<file path="src/rtl/align_pkg.sv">
// Shared helpers for the pipelined leading-zero aligner.
package align_pkg;

  // Width of the shift count for a 2**order window: values 0..2**order inclusive.
  function automatic int unsigned align_count_w(int unsigned order);
    return order + 1;
  endfunction

  function automatic int unsigned align_hw(int unsigned order);
    return 1 << order;
  endfunction

  localparam int unsigned AlignOrderDefault = 3;
  localparam int unsigned AlignHwDefault    = align_hw(AlignOrderDefault);
  localparam int unsigned AlignWDefault     = 16;
  localparam int unsigned AlignTwDefault    = 4;

  // Stage payload at the default geometry; done marks an all-zero window.
  typedef struct packed {
    logic [AlignWDefault-1:0]                        data;
    logic [align_count_w(AlignOrderDefault)-1:0]     count;
    logic [AlignTwDefault-1:0]                       tag;
    logic                                            done;
  } align_stage_t;

endpackage

</file>
<file path="src/rtl/align_p_if.sv">
// Valid/ready stream bundle for align_p: input word side and aligned result side.
interface align_p_if #(
  parameter int unsigned W     = 16,
  parameter int unsigned TW    = 4,
  parameter int unsigned ORDER = 3
);
  logic             in_valid;
  logic             in_ready;
  logic [W-1:0]     in_data;
  logic [TW-1:0]    in_tag;
  logic             out_valid;
  logic             out_ready;
  logic [W-1:0]     out_data;
  logic [ORDER:0]   out_count;
  logic [TW-1:0]    out_tag;
  logic             out_zero;

  modport master (
    output in_valid, in_data, in_tag, out_ready,
    input  in_ready, out_valid, out_data, out_count, out_tag, out_zero
  );

  modport slave (
    input  in_valid, in_data, in_tag, out_ready,
    output in_ready, out_valid, out_data, out_count, out_tag, out_zero
  );
endinterface

</file>
<file path="src/rtl/align_p_stage.sv">
// One aligner stage: test the top SHIFT bits, shift when clear, and hold one
// word with its own valid bit. FIRST marks the full-window stage.
module align_p_stage import align_pkg::*; #(
  parameter int unsigned W     = 16,
  parameter int unsigned TW    = 4,
  parameter int unsigned ORDER = 3,
  parameter int unsigned SHIFT = 8,
  parameter bit          FIRST = 1'b0
) (
  input  logic                            clock,
  input  logic                            reset_n,
  input  logic                            up_valid,
  input  logic [W-1:0]                    up_data,
  input  logic [align_count_w(ORDER)-1:0] up_count,
  input  logic [TW-1:0]                   up_tag,
  input  logic                            up_done,
  input  logic                            dn_adv,
  output logic                            valid,
  output logic [W-1:0]                    data,
  output logic [align_count_w(ORDER)-1:0] count,
  output logic [TW-1:0]                   tag,
  output logic                            done
);
  localparam int unsigned CW = align_count_w(ORDER);

  logic          adv;
  logic          prior_done;
  logic          hit;
  logic [CW-1:0] prior_count;
  logic [W-1:0]  data_nx;
  logic [CW-1:0] count_nx;
  logic          done_nx;

  // The count bit owned by this stage has weight SHIFT, so setting it is an OR.
  always_comb begin
    prior_done  = FIRST ? 1'b0 : up_done;
    prior_count = FIRST ? '0 : up_count;
    hit         = ~prior_done & ~|up_data[W-1 -: SHIFT];
    data_nx     = hit ? up_data << SHIFT : up_data;
    count_nx    = hit ? (prior_count | CW'(SHIFT)) : prior_count;
    done_nx     = FIRST ? hit : prior_done;
  end

  assign adv = ~valid | dn_adv;

  // Load whenever the slot is free or its word leaves; an empty upstream leaves a bubble.
  always_ff @(posedge clock or negedge reset_n) begin
    if (!reset_n) begin
      valid <= 1'b0;
      data  <= '0;
      count <= '0;
      tag   <= '0;
      done  <= 1'b0;
    end else if (adv) begin
      valid <= up_valid;
      if (up_valid) begin
        data  <= data_nx;
        count <= count_nx;
        tag   <= up_tag;
        done  <= done_nx;
      end
    end
  end
endmodule

</file>
<file path="src/rtl/align_p.sv">
// Pipelined leading-zero aligner: out = in << clz(top 2**ORDER bits), saturating.
// Latency ORDER+1, one word per cycle, bubbles collapse under backpressure.
// Optional ALIGN_P_STATS_EN adds stat_clear / stat_zero (zero-window result counter).
module align_p import align_pkg::*; #(
  parameter int unsigned ORDER = 3,
  parameter int unsigned W     = 16,
  parameter int unsigned TW    = 4
) (
  input  logic        clock,
  input  logic        reset_n,
  align_p_if.slave    bus
`ifdef ALIGN_P_STATS_EN
  ,
  input  logic        stat_clear,
  output logic [15:0] stat_zero
`endif
);
  localparam int unsigned HW = align_hw(ORDER);
  localparam int unsigned CW = align_count_w(ORDER);
  localparam int unsigned N  = ORDER + 1;

  if (W < HW) begin : g_bad_width
    $error("align_p: W must be at least 2**ORDER");
  end

  // Index 0 is the input port, index k+1 is the register of stage k.
  logic [N:0]    vin;
  logic [W-1:0]  d [N+1];
  logic [CW-1:0] c [N+1];
  logic [TW-1:0] t [N+1];
  logic          z [N+1];

  assign vin[0] = bus.in_valid;
  assign d[0]   = bus.in_data;
  assign c[0]   = '0;
  assign t[0]   = bus.in_tag;
  assign z[0]   = 1'b0;

  // Stage 0 can take a word unless every stage is full and the sink is stalled.
  assign bus.in_ready = bus.out_ready | ~(&vin[N:1]);

  for (genvar k = 0; k < N; k++) begin : g_stage
    logic dn_adv;
    if (k == N - 1) begin : g_last
      assign dn_adv = bus.out_ready;
    end else begin : g_mid
      // Flattened ready chain: downstream advances unless all later stages are full and stalled.
      assign dn_adv = bus.out_ready | ~(&vin[N:k+2]);
    end

    align_p_stage #(
      .W     (W),
      .TW    (TW),
      .ORDER (ORDER),
      .SHIFT ((k == 0) ? HW : (1 << (ORDER - k))),
      .FIRST (k == 0)
    ) u_stage (
      .clock    (clock),
      .reset_n  (reset_n),
      .up_valid (vin[k]),
      .up_data  (d[k]),
      .up_count (c[k]),
      .up_tag   (t[k]),
      .up_done  (z[k]),
      .dn_adv   (dn_adv),
      .valid    (vin[k+1]),
      .data     (d[k+1]),
      .count    (c[k+1]),
      .tag      (t[k+1]),
      .done     (z[k+1])
    );
  end

  assign bus.out_valid = vin[N];
  assign bus.out_data  = d[N];
  assign bus.out_count = c[N];
  assign bus.out_tag   = t[N];
  assign bus.out_zero  = z[N];

`ifdef ALIGN_P_STATS_EN
  logic [15:0] stat_q;

  // Saturating count of zero-window results handed downstream; clear wins.
  always_ff @(posedge clock or negedge reset_n) begin
    if (!reset_n) begin
      stat_q <= '0;
    end else if (stat_clear) begin
      stat_q <= '0;
    end else if (vin[N] & bus.out_ready & z[N] & (stat_q != 16'hFFFF)) begin
      stat_q <= stat_q + 16'd1;
    end
  end

  assign stat_zero = stat_q;
`endif
endmodule

</file>
<file path="src/flat_wrapper.sv">
// flat-port wrapper written by rule: the top's interface ports become plain ports
module align_p_flat import align_pkg::*;
#(
  parameter int unsigned ORDER = 3,
  parameter int unsigned W     = 16,
  parameter int unsigned TW    = 4
)
  (clock, reset_n, bus_in_valid, bus_in_data, bus_in_tag, bus_out_ready, bus_in_ready, bus_out_valid, bus_out_data, bus_out_count, bus_out_tag, bus_out_zero);
  align_p_if #(.W(W), .TW(TW), .ORDER(ORDER)) bus_i ();
  input  logic clock;
  input  logic reset_n;
  input wire logic [$bits(bus_i.in_valid)-1:0] bus_in_valid;
  input wire logic [$bits(bus_i.in_data)-1:0] bus_in_data;
  input wire logic [$bits(bus_i.in_tag)-1:0] bus_in_tag;
  input wire logic [$bits(bus_i.out_ready)-1:0] bus_out_ready;
  output wire logic [$bits(bus_i.in_ready)-1:0] bus_in_ready;
  output wire logic [$bits(bus_i.out_valid)-1:0] bus_out_valid;
  output wire logic [$bits(bus_i.out_data)-1:0] bus_out_data;
  output wire logic [$bits(bus_i.out_count)-1:0] bus_out_count;
  output wire logic [$bits(bus_i.out_tag)-1:0] bus_out_tag;
  output wire logic [$bits(bus_i.out_zero)-1:0] bus_out_zero;
  assign bus_i.in_valid = bus_in_valid;
  assign bus_i.in_data = bus_in_data;
  assign bus_i.in_tag = bus_in_tag;
  assign bus_i.out_ready = bus_out_ready;
  assign bus_in_ready = bus_i.in_ready;
  assign bus_out_valid = bus_i.out_valid;
  assign bus_out_data = bus_i.out_data;
  assign bus_out_count = bus_i.out_count;
  assign bus_out_tag = bus_i.out_tag;
  assign bus_out_zero = bus_i.out_zero;
  align_p #(.ORDER(ORDER), .W(W), .TW(TW)) u_core (.clock(clock), .reset_n(reset_n), .bus(bus_i));
endmodule
</file>
<file path="config.mk">
export PLATFORM = sky130hd
export DESIGN_NAME = align_p_flat
export DESIGN_NICKNAME = d
export VERILOG_FILES = /design/src/rtl/align_pkg.sv /design/src/rtl/align_p_if.sv /design/src/rtl/align_p_stage.sv /design/src/rtl/align_p.sv /design/src/flat_wrapper.sv
export SDC_FILE = /design/constraint.sdc
export NUM_CORES = 1
export LEC_CHECK = 0
export CORE_UTILIZATION = 41
export CTS_CLUSTER_DIAMETER = 120
export DETAILED_ROUTE_END_ITERATION = 10
export HOLD_SLACK_MARGIN = 0.12
export PLACE_DENSITY = 0.59
export SYNTH_ARGS = -nofsm -noshare
export SYNTH_HDL_FRONTEND = slang
export SYNTH_SLANG_ARGS = --single-unit
</file>
<file path="constraint.sdc">
create_clock -name clock -period 1.9 [get_ports clock]
set_input_delay 0.38 -clock clock [delete_from_list [all_inputs] [get_ports clock]]
set_output_delay 0.38 -clock clock [all_outputs]
set_load 0.01 [all_outputs]
</file>
==> impl_metrics.ini <==
[clock_tree]
clk_pin_slew_worst_paths_ns = 0.09
cts.htree.levels = 3
clock_sinks = 94
clockBufferDepth = 2
cts_tree = done
root_buffer = clkbuf_8
cts_buffers = 9
clock_latency_ns = 0.37

[cells_and_area]
layout_common_cells = dfrtp_1, a21oi_1, clkdlybuf4s50_1
fin_util_pct = 50.1
register_area_mm2 = 0.00235
nFillCells = 973
finalNonFillerCells = 559
multiInputGateArea_mm2 = 0.00167
antenna_cells = 0
final_common_cell = dfrtp_1
drive_gt1_share_pct = 20.1
final_net_count = 442
syn_to_final_growth_pct = 18.1

[timing]
final-hold-violation-count = 0
worst_pin_slew_ns = 0.396
fin_ws_ns = 0.129
period_minus_slack_ns = 1.77
slew_violations = 0
rsz0062_at_grt = false
period_share_pct = 93.2
fmax_ghz = 0.565
skew_ns = 0.00855
fin_hold_ws_ns = 0.444
setup_violations = 0
slew_headroom_pct = 73.4

[logic_synthesis]
netlist_area_mm2 = 0.00438
synth_area_per_cell_um2 = 11.6
postSynthCellCount = 377
syn-num-nets = 401
ys_seq_area_share_pct = 53.8
ys_types = 30
synth-seq-cells = 94
yosys_warnings = 0

[floorplanning]
core-area_mm2 = 0.0103
fp.dieW_um = 105
die_area_mm2 = 0.0111
die_y_um = 105
start_util_pct = 42.4
num_io_pins = 51
num_rows = 37

[detailed_routing]
drt-initial-drc-count = 104
remaining_drc_errors = 0
ant_nets = 0
wl_um = 8340
via_per_inst = 5.21
avgRoutedWirePerCell_um = 14.9
vias = 2914
drt_pass1_iterations = 5

[worst_setup_path]
reg2reg_to = u_core.g_stage[0].u_stage.data[12]
crit-reg2reg-launch = u_core.g_stage[2].u_stage.valid
rrSetupSlack_ns = 0.30
worstPathRequired_ns = 1.52
arrival_ns = 1.39
cp_max_fo = 2
reg2reg_depth = 6
path_class = flip-flop to output pin
end_kind = output pin
start_kind = flip-flop

[power]
cellLeakagePower_nw = 2.13
p_total_w = 0.00640
max-vdd-ir-drop_v = 0.000507
power_density_mw_per_mm2 = 1240

[grt]
antenna_found_initial = 0
first_global_vias = 2983
overflow = 0
grt_pass1_wl_um = 14400
grt_max_degree = 59
gr-usage-all-layers_pct = 16.5

[placement]
place_ws_ns = -0.291
dpl.cell_count = 542
place.gp.congestion = 0.753
numPortBuffers = 50
dp_hpwl_um = 6040

[outcome]
status = completed

[min_path]
hold_class = input pin to asynchronous set/reset pin

[flow_run]
cap_viol_max_count = 0
-- through the flow --
stage | TNS, ns | instance area, µm²
2_1_floorplan | 0 | 4380
3_3_place_gp | -6.22 | 4940
3_5_place_dp | -6.63 | 4940
4_1_cts | 0 | 5170
5_1_grt | 0 | 5170
6_report | 0 | 5170
-- cell usage after synthesis (all sizes together) --
cell type / instances / area share, %
dfrtp: 94 / 54
a21oi: 73 / 8.4
buf: 37 / 6.5
mux2i: 35 / 8.0
mux2: 33 / 8.9
a31oi: 20 / 2.9
nand3: 13 / 1.5
o21ai: 12 / 1.4
inv: 11 / 0.94
a21boi: 9 / 1.7
clkbuf: 9 / 0.77
nand2: 5 / 0.43
a22o: 4 / 0.80
nand2b: 4 / 0.57
nor2: 3 / 0.37
nor2b: 3 / 0.43
nor4: 3 / 0.86
and2: 2 / 0.29
a211oi: 1 / 0.17
and4b: 1 / 0.23
nand3b: 1 / 0.26
nand4b: 1 / 0.20
nor3: 1 / 0.37
o31ai: 1 / 0.17
or4: 1 / 0.17
-- state kept, by name, indices dropped and copies added (netlist names) --
name / count
u_core.g_stage.u_stage.count: 7
u_core.g_stage.u_stage.data: 64
u_core.g_stage.u_stage.done: 3
u_core.g_stage.u_stage.tag: 16
u_core.g_stage.u_stage.valid: 4
-- critical path, cell delays in order, from the launching register on --
cell and delay (ns):
dfrtp_1 0.38, and4b_2 0.27, nand2_1 0.10, dlygate4sd2_1 0.28
-- routing by layer --
layer  global-route usage (%)  share of wire [%]  wire (µm)
met1                     22.5                 48       4040
met2                     26.1                 45       3750
met3                     3.03                4.8        397
met4                     6.64                1.9        156
met5                        0                  0          0
-- how the worst max path moves through the flow --
stage / startpoint / endpoint / slack (ns) / cells past startpoint
floorplan: u_core.g_stage[3].u_stage.valid / u_core.g_stage[0].u_stage.tag[0] / 0.33 / 5
global placement: bus_out_ready / bus_in_ready / -0.28 / 4
detailed placement: bus_out_ready / bus_in_ready / -0.29 / 4
CTS: u_core.g_stage[2].u_stage.valid / bus_in_ready / 0.10 / 3
global route: u_core.g_stage[2].u_stage.valid / bus_in_ready / 0.04 / 3
finish: u_core.g_stage[2].u_stage.valid / bus_in_ready / 0.13 / 3
-- final cells by class --
cell class | instances | share of cell area [%]
multi-input combinational | 226 | 32.2
inverter | 11 | 0.799
sequential | 94 | 45.5
clock buffer | 9 | 2.40
clock inverter | 7 | 1.86
timing repair buffer | 76 | 13.9
tap | 136 | 3.29
-- power breakdown --
part | switching (W) | total [W] | leakage [nW] | internal (W)
sequential | 0.000408 | 0.00301 | 1.08 | 0.00260
clock | 0.000717 | 0.00146 | 0.114 | 0.000748
combinational | 0.000831 | 0.00193 | 0.937 | 0.00110
-- cell families (layout without fill, tap and decap cells) --
group,count (synthesis),in the layout,share of synthesized area [%]
multiplexers,68,68,16.9
AND/OR/NAND/NOR,38,38,5.66
flip-flops,94,94,53.8
buffers and inverters,57,103,8.21
AO/OA/AOI/OAI,120,120,15.4
-- what timing repair did --
item | in CTS | in global routing
hold endpoints to repair | 21 | 0
buffers inserted | 0 | 0
hold buffers | 1 | 0
gates resized for setup | 3 | 0
setup endpoints to repair | 1 | 0
No activity file was read; power rests on OpenSTA's default activity.
